**src/rtl/systolic_skew_feeder_pkg.sv**
```systemverilog
// Shared types and constants for the systolic array left-edge feeder.
// Holds the feeder FSM encoding and the drain-length helper.
package systolic_pkg;

    localparam int DATA_SIZE_DEF = 32;

    typedef enum logic [1:0] {
        IDLE   = 2'd0,
        STREAM = 2'd1,
        DRAIN  = 2'd2
    } feeder_state_t;

    // Cycles needed after the last accept to push it through every lane
    function automatic int drain_cycles(input int rows, input int step,
                                        input int extra);
        return (rows - 1) * step + extra;
    endfunction

endpackage

```
**src/rtl/systolic_skew_feeder_if.sv**
```systemverilog
// Valid/ready input bus carrying one ROWS-wide vector per transfer.
// The producer uses the master view, the feeder the slave view.
interface feeder_in_if #(
    parameter int DATA_SIZE = 32,
    parameter int ROWS      = 4
);
    logic                      in_valid;
    logic                      in_ready;
    logic [ROWS*DATA_SIZE-1:0] in_vec;
    logic                      in_last;

    modport master (
        output in_valid,
        output in_vec,
        output in_last,
        input  in_ready
    );

    modport slave (
        input  in_valid,
        input  in_vec,
        input  in_last,
        output in_ready
    );
endinterface

```
**src/rtl/systolic_skew_feeder_delay.sv**
```systemverilog
// Fixed-depth shift register for one lane (data plus valid bit).
// Depth zero degenerates to a plain wire.
module skew_delay_line #(
    parameter int WIDTH = 33,
    parameter int DEPTH = 0
) (
    input  logic             clk,
    input  logic             rst_n,
    input  logic             clr,
    input  logic [WIDTH-1:0] d,
    output logic [WIDTH-1:0] q
);
    if (DEPTH == 0) begin : g_wire
        logic unused_ctrl;
        assign unused_ctrl = &{1'b0, clk, rst_n, clr};
        assign q = d;
    end else begin : g_regs
        logic [DEPTH-1:0][WIDTH-1:0] sr;

        // Shift one stage per clock; clear wipes every stage
        always_ff @(posedge clk or negedge rst_n) begin
            if (!rst_n) begin
                sr <= '0;
            end else if (clr) begin
                sr <= '0;
            end else begin
                sr[0] <= d;
                for (int i = 1; i < DEPTH; i++) begin
                    sr[i] <= sr[i-1];
                end
            end
        end

        assign q = sr[DEPTH-1];
    end
endmodule

```
**src/rtl/systolic_skew_feeder.sv**
```systemverilog
// Left-edge feeder: accepts vectors and skews lane r by r*SKEW_STEP.
// After the last vector it drains with zeros and pulses done.
module systolic_skew_feeder
    import systolic_pkg::*;
#(
    parameter int DATA_SIZE   = DATA_SIZE_DEF,
    parameter int ROWS        = 4,
    parameter int SKEW_STEP   = 1,
    parameter int DRAIN_EXTRA = 2
) (
    input  logic                      clk,
    input  logic                      reset,
    feeder_in_if.slave                in_bus,
    input  logic                      flush,
    output logic [ROWS*DATA_SIZE-1:0] out_data,
    output logic [ROWS-1:0]           out_lane_valid,
    output logic                      enable_out,
    output logic                      busy,
    output logic                      done
);
    localparam int D  = drain_cycles(ROWS, SKEW_STEP, DRAIN_EXTRA);
    localparam int CW = $clog2(D + 1);
    localparam int LW = DATA_SIZE + 1;

    feeder_state_t state, state_n;
    logic [CW-1:0] cnt, cnt_n;
    logic          accept;

    logic [ROWS-1:0][LW-1:0] lane_in;
    logic [ROWS-1:0][LW-1:0] lane_q;

    assign in_bus.in_ready = ((state == IDLE) || (state == STREAM)) && !flush;
    assign accept          = in_bus.in_valid && in_bus.in_ready;
    assign busy            = (state != IDLE);

    // Next state, drain count and done pulse
    always_comb begin
        state_n = state;
        cnt_n   = cnt;
        done    = 1'b0;
        unique case (state)
            IDLE: begin
                if (accept) begin
                    cnt_n   = '0;
                    state_n = in_bus.in_last ? DRAIN : STREAM;
                end
            end
            STREAM: begin
                if (accept && in_bus.in_last) begin
                    cnt_n   = '0;
                    state_n = DRAIN;
                end
            end
            DRAIN: begin
                if (cnt == CW'(D - 1)) begin
                    done    = 1'b1;
                    cnt_n   = '0;
                    state_n = IDLE;
                end else begin
                    cnt_n = cnt + CW'(1);
                end
            end
            default: begin
                cnt_n   = '0;
                state_n = IDLE;
            end
        endcase
        if (flush) begin
            state_n = IDLE;
            cnt_n   = '0;
            done    = 1'b0;
        end
    end

    // State, counter and row enable registers
    always_ff @(posedge clk or negedge reset) begin
        if (!reset) begin
            state      <= IDLE;
            cnt        <= '0;
            enable_out <= 1'b0;
        end else begin
            state      <= state_n;
            cnt        <= cnt_n;
            enable_out <= (state_n != IDLE);
        end
    end

    // Lane entry: accepted element with valid, otherwise a zero bubble
    always_comb begin
        lane_in = '0;
        for (int r = 0; r < ROWS; r++) begin
            if (accept) begin
                lane_in[r] = {1'b1, in_bus.in_vec[r*DATA_SIZE +: DATA_SIZE]};
            end
        end
    end

    for (genvar r = 0; r < ROWS; r++) begin : g_lane
        skew_delay_line #(
            .WIDTH (LW),
            .DEPTH (r * SKEW_STEP)
        ) u_dly (
            .clk   (clk),
            .rst_n (reset),
            .clr   (flush),
            .d     (lane_in[r]),
            .q     (lane_q[r])
        );
    end

    // Registered output stage feeding the PE rows
    always_ff @(posedge clk or negedge reset) begin
        if (!reset) begin
            out_data       <= '0;
            out_lane_valid <= '0;
        end else if (flush) begin
            out_data       <= '0;
            out_lane_valid <= '0;
        end else begin
            for (int r = 0; r < ROWS; r++) begin
                out_data[r*DATA_SIZE +: DATA_SIZE] <= lane_q[r][DATA_SIZE-1:0];
                out_lane_valid[r]                  <= lane_q[r][DATA_SIZE];
            end
        end
    end
endmodule
```
**src/flat_wrapper.sv**
```systemverilog
// flat-port wrapper written by rule: the top's interface ports become plain ports
module systolic_skew_feeder_flat import systolic_pkg::*;
#(
    parameter int DATA_SIZE   = DATA_SIZE_DEF,
    parameter int ROWS        = 4,
    parameter int SKEW_STEP   = 1,
    parameter int DRAIN_EXTRA = 2
)
  (clk, reset, flush, out_data, out_lane_valid, enable_out, busy, done, in_bus_in_valid, in_bus_in_vec, in_bus_in_last, in_bus_in_ready);
  feeder_in_if #(.DATA_SIZE(DATA_SIZE), .ROWS(ROWS)) in_bus_i ();
  input  logic clk;
  input  logic reset;
  input  logic flush;
  output logic [ROWS*DATA_SIZE-1:0] out_data;
  output logic [ROWS-1:0] out_lane_valid;
  output logic enable_out;
  output logic busy;
  output logic done;
  input wire logic [$bits(in_bus_i.in_valid)-1:0] in_bus_in_valid;
  input wire logic [$bits(in_bus_i.in_vec)-1:0] in_bus_in_vec;
  input wire logic [$bits(in_bus_i.in_last)-1:0] in_bus_in_last;
  output wire logic [$bits(in_bus_i.in_ready)-1:0] in_bus_in_ready;
  assign in_bus_i.in_valid = in_bus_in_valid;
  assign in_bus_i.in_vec = in_bus_in_vec;
  assign in_bus_i.in_last = in_bus_in_last;
  assign in_bus_in_ready = in_bus_i.in_ready;
  systolic_skew_feeder #(.DATA_SIZE(DATA_SIZE), .ROWS(ROWS), .SKEW_STEP(SKEW_STEP), .DRAIN_EXTRA(DRAIN_EXTRA)) u_core (.clk(clk), .reset(reset), .in_bus(in_bus_i), .flush(flush), .out_data(out_data), .out_lane_valid(out_lane_valid), .enable_out(enable_out), .busy(busy), .done(done));
endmodule
```
**config.mk**
```make
export PLATFORM = sky130hd
export DESIGN_NAME = systolic_skew_feeder_flat
export DESIGN_NICKNAME = d
export VERILOG_FILES = /design/src/rtl/systolic_skew_feeder_pkg.sv /design/src/rtl/systolic_skew_feeder_if.sv /design/src/rtl/systolic_skew_feeder_delay.sv /design/src/rtl/systolic_skew_feeder.sv /design/src/flat_wrapper.sv
export SDC_FILE = /design/constraint.sdc
export NUM_CORES = 1
export LEC_CHECK = 0
export CAP_MARGIN = 20
export CORE_UTILIZATION = 40
export DETAILED_ROUTE_END_ITERATION = 10
export PLACE_DENSITY = 0.67
export SETUP_SLACK_MARGIN = 0.5
export SYNTH_ARGS = -nofsm -noshare
export SYNTH_HDL_FRONTEND = slang
export SYNTH_SLANG_ARGS = --single-unit
```
**constraint.sdc**
```tcl
create_clock -name clk -period 1.78 [get_ports clk]
set_input_delay 0.178 -clock clk [delete_from_list [all_inputs] [get_ports clk]]
set_output_delay 0.178 -clock clk [all_outputs]
set_load 0.03 [all_outputs]
```
==> results by group <==
Outcome
  – Status: finished with violations
  – Failing checks: design-rule violations

STA
  – Setup TNS: 0 ns
  – Slew Limit Fails: 0
  – Fmax: 0.616 GHz
  – Slew HR: 0.449
  – Tmin final: 1.62 ns
  – RSZ-0062 raised after global routing: true
  – Final Hold Fails: 0
  – Slew at the pin closest to its max-slew limit: 0.827 ns
  – Final Setup Violations: 0
  – Fin crit share: 0.912
  – Final Skew: 0.0231 ns

Pwr
  – Power Density: 1080 mW/mm^2
  – Total power draw: 16.5 mW
  – Leak: 8.06 nW
  – Maximum VDD drop: 0.561 mV

Floorplan
  – FP Rows: 59
  – Die area: 0.0276 mm^2
  – Chip width: 166 um
  – Initial core utilization: 0.410
  – Die Span Y: 166 um
  – Io pins: 269
  – Core ar.: 0.0263 mm^2

Critical path
  – CP Launch Point: u_core.cnt[0]
  – Arrival @ worst endpoint: 1.44 ns
  – Crit-path max cell delay: 0.40 ns
  – Top delay family on crit path: flip-flops
  – Reg-to-reg slack, setup: 0.24 ns
  – R2R Path End: u_core.cnt[2]
  – Crit Path Class: reg2out
  – Max stage delay cell, worst path: dfrtp_1
  – Critical Path Sink: done
  – Critical path buffers and inverters: 2
  – CP endpoint kind: output pin
  – Worst path cell trace: inv_2 > ha_4 > and3_1 > buf_6
  – Critical path depth: 4
  – CP max FO: 4
  – Worst setup SP type: flop
  – FF-to-FF Start: u_core.state[1]
  – Required time of the worst setup path: 1.60 ns
  – Worst r2r path cells: 7

Finish
  – Seq. cell area: 0.00826 mm^2
  – # fillers: 2,117
  – Fin area: 0.0152 mm^2
  – Layout area overhead: 41.2%
  – Post-layout nets: 1,175
  – Layout cells sized above 1: 0.257
  – Area taken by multi-input logic gates: 0.00230 mm^2

Place
  – IO Port Bufs: 268
  – HPWL after DPL: 13,100 um
  – Placement Cell Area: 0.0138 mm^2
  – Placer congestion estimate: 0.772

Clock network
  – Clock Tree Root: clkbuf_16
  – H-tree depth reported by CTS: 2
  – Sink Count: 330
  – Clock-pin slew on the worst setup and hold paths: 0.06 ns
  – Clock latency on the worst-skew pair: 0.51 ns
  – CTS tree: yes
  – Clk buf depth: 3
  – Inserted Clock Buffers: 36

Yosys
  – Syn_area_per_cell: 14.7 um^2
  – #FFs+latches synth: 330
  – Syn_nets: 867
  – Multiplexer area fraction after synthesis: 0
  – Yosys Warn Count: 0
  – Synth Area in Compound Gates: 0.00673
  – Simple-gate share of the synthesized area: 0.195
  – Largest family of logic cells by synthesized area: simple AND/OR/NAND/NOR gates
  – Post-Synth XOR/XNOR Area: 0
  – Mapped Cells: 732
  – Synth unique cells: 24
  – Area share of fa/ha/maj cells after synthesis: 0.00232
  – Mapped Area: 0.0108 mm^2
  – Post-synthesis sequential area ratio: 0.766

Min path
  – Hold crit path type: in2reg
  – Min-Delay Startpoint: in_bus_in_valid

Drt
  – 1st-iter DRT viols: 345
  – Final wirelength: 25,000 um
  – Via density: 4.54
  – Drt first pass iters: 7
  – Via count: 6,357
  – Antenna violation net count after detailed routing: 0
  – Avg WL per Cell: 17.9 um
  – # DRC: 15

Flow run
  – Max_cap viols: 0

Global routing
  – First-pass GRT wire length: 38,800 um
  – Vias in the first global route: 6,613
  – GRT overflow: 0
  – Largest net degree at the start of global routing: 195
  – GRT Overall Usage: 0.187
  – Antenna violations before repair: 2
-- power breakdown --
| part | leakage (nW) | switching (mW) | internal, mW |
|---|---|---|---|
| Sequential | 4.52 | 0.0475 | 7.71 |
| Combinational | 2.99 | 0.745 | 0.771 |
| Clock | 0.555 | 2.88 | 4.34 |
-- kinds of logic after synthesis --
kind of cell | count (synthesis)
AO/OA/AOI/OAI | 11
adder cells (fa/ha/maj) | 2
buffers and inverters | 56
flip-flops | 330
AND/OR/NAND/NOR | 333
-- Yosys cell counts --
master | count | share of area
a21boi_1 | 1 | 0.00070
a21oi_1 | 5 | 0.0023
a221o_1 | 1 | 0.00093
a22o_1 | 2 | 0.0016
and2_1 | 1 | 0.00058
and3_1 | 129 | 0.075
and3b_1 | 1 | 0.00081
buf_2 | 18 | 0.0084
buf_4 | 3 | 0.0021
buf_6 | 11 | 0.011
clkbuf_1 | 22 | 0.0077
dfrtp_1 | 330 | 0.77
ha_1 | 2 | 0.0023
inv_1 | 2 | 0.00070
nand2_1 | 1 | 0.00035
nand2b_1 | 1 | 0.00058
nand3b_1 | 1 | 0.00070
nor2_4 | 1 | 0.0010
nor2b_1 | 195 | 0.11
nor3b_1 | 1 | 0.00070
nor3b_2 | 1 | 0.0012
o21ai_1 | 1 | 0.00046
o21bai_1 | 1 | 0.00070
or2_2 | 1 | 0.00058
-- registers in the layout, indices dropped and copies added, names as in the netlist --
| signal | cells |
|---|---|
| u_core.g_lane.u_dly.q | 96 |
| u_core.out_lane_valid | 4 |
| u_core.state | 2 |
| u_core.cnt | 3 |
| u_core.out_data | 128 |
| u_core.enable_out | 1 |
| u_core.g_lane.u_dly.g_regs.sr | 96 |
-- layout make-up --
cell class	count	area share
sequential	330	0.543
timing repair buffer	324	0.202
multi-input combinational	346	0.151
clock buffer	46	0.0644
tap	335	0.0275
clock inverter	15	0.0115
inverter	2	0.000493
antenna	1	0.000164
-- worst reg2reg max path, stage by stage (launching register included) --
cell and delay, ns:
dfrtp_2 0.40, buf_6 0.11, nor2_4 0.05, buf_6 0.11, buf_12 0.12, buf_16 0.14, a21boi_4 0.15, a221o_1 0.36
-- placed cells by master (no fill, tap or decap), types with 2 or more instances in the layout --
cell | synthesis | layout
dlygate4sd3_1 | 0 | 2
inv_2 | 0 | 2
buf_2 | 18 | 132
clkinv_2 | 0 | 4
buf_8 | 0 | 3
buf_4 | 3 | 12
and3_1 | 129 | 114
buf_16 | 0 | 18
dfrtp_1 | 330 | 328
clkbuf_16 | 0 | 37
clkinvlp_4 | 0 | 4
nor2b_1 | 195 | 195
clkinv_4 | 0 | 2
a22o_1 | 2 | 2
clkbuf_8 | 0 | 2
bufinv_16 | 0 | 3
clkbuf_1 | 22 | 7
a21oi_1 | 5 | 4
buf_6 | 11 | 10
and3_4 | 0 | 15
buf_12 | 0 | 18
clkdlybuf4s50_1 | 0 | 129
dfrtp_2 | 0 | 2
inv_6 | 0 | 2
-- per-stage QoR --
| step | cells | setup slack, ns | utilization | hold WS (ns) |
|---|---|---|---|---|
| finish | 1399 | 0.157 | 0.579 | 0.175 |
| global placement | 1294 | 0.101 | 0.523 | 0.130 |
| CTS | 1395 | 0.152 | 0.574 | 0.154 |
| floorplan | 732 | 0.565 | - | -0.118 |
| global route | 1399 | 0.0918 | 0.579 | 0.195 |
| detailed placement | 1294 | 0.0910 | 0.523 | 0.138 |
-- worst min path at each step --
stage                           to  slack, ns  cells after the start
2_1_floorplan        u_core.cnt[0]      -0.12                      0
3_3_place_gp   u_core.out_data[37]       0.13                      1
3_5_place_dp   u_core.out_data[33]       0.14                      1
4_1_cts            u_core.state[0]       0.15                      2
5_1_grt            u_core.state[0]       0.19                      2
6_report        u_core.out_data[7]       0.18                      2
-- timing repair --
action,4_1_cts,5_1_grt
setup buffers,21,3
pin swaps,3,17
endpoints found under the setup margin,243,137
gates resized for setup,722,23
hold buffers,2,0
cloned,17,0
hold endpoints to repair,54,0
-- metal layers --
metal / wire length [um] / vias up / GRT usage
li1: - / 2962 / -
met1: 10200 / 3167 / 0.237
met2: 12600 / 185 / 0.312
met3: 1540 / 43 / 0.0448
met4: 656 / 0 / 0.0679
met5: 0 / - / 0
(Power assumes the default switching activity.)
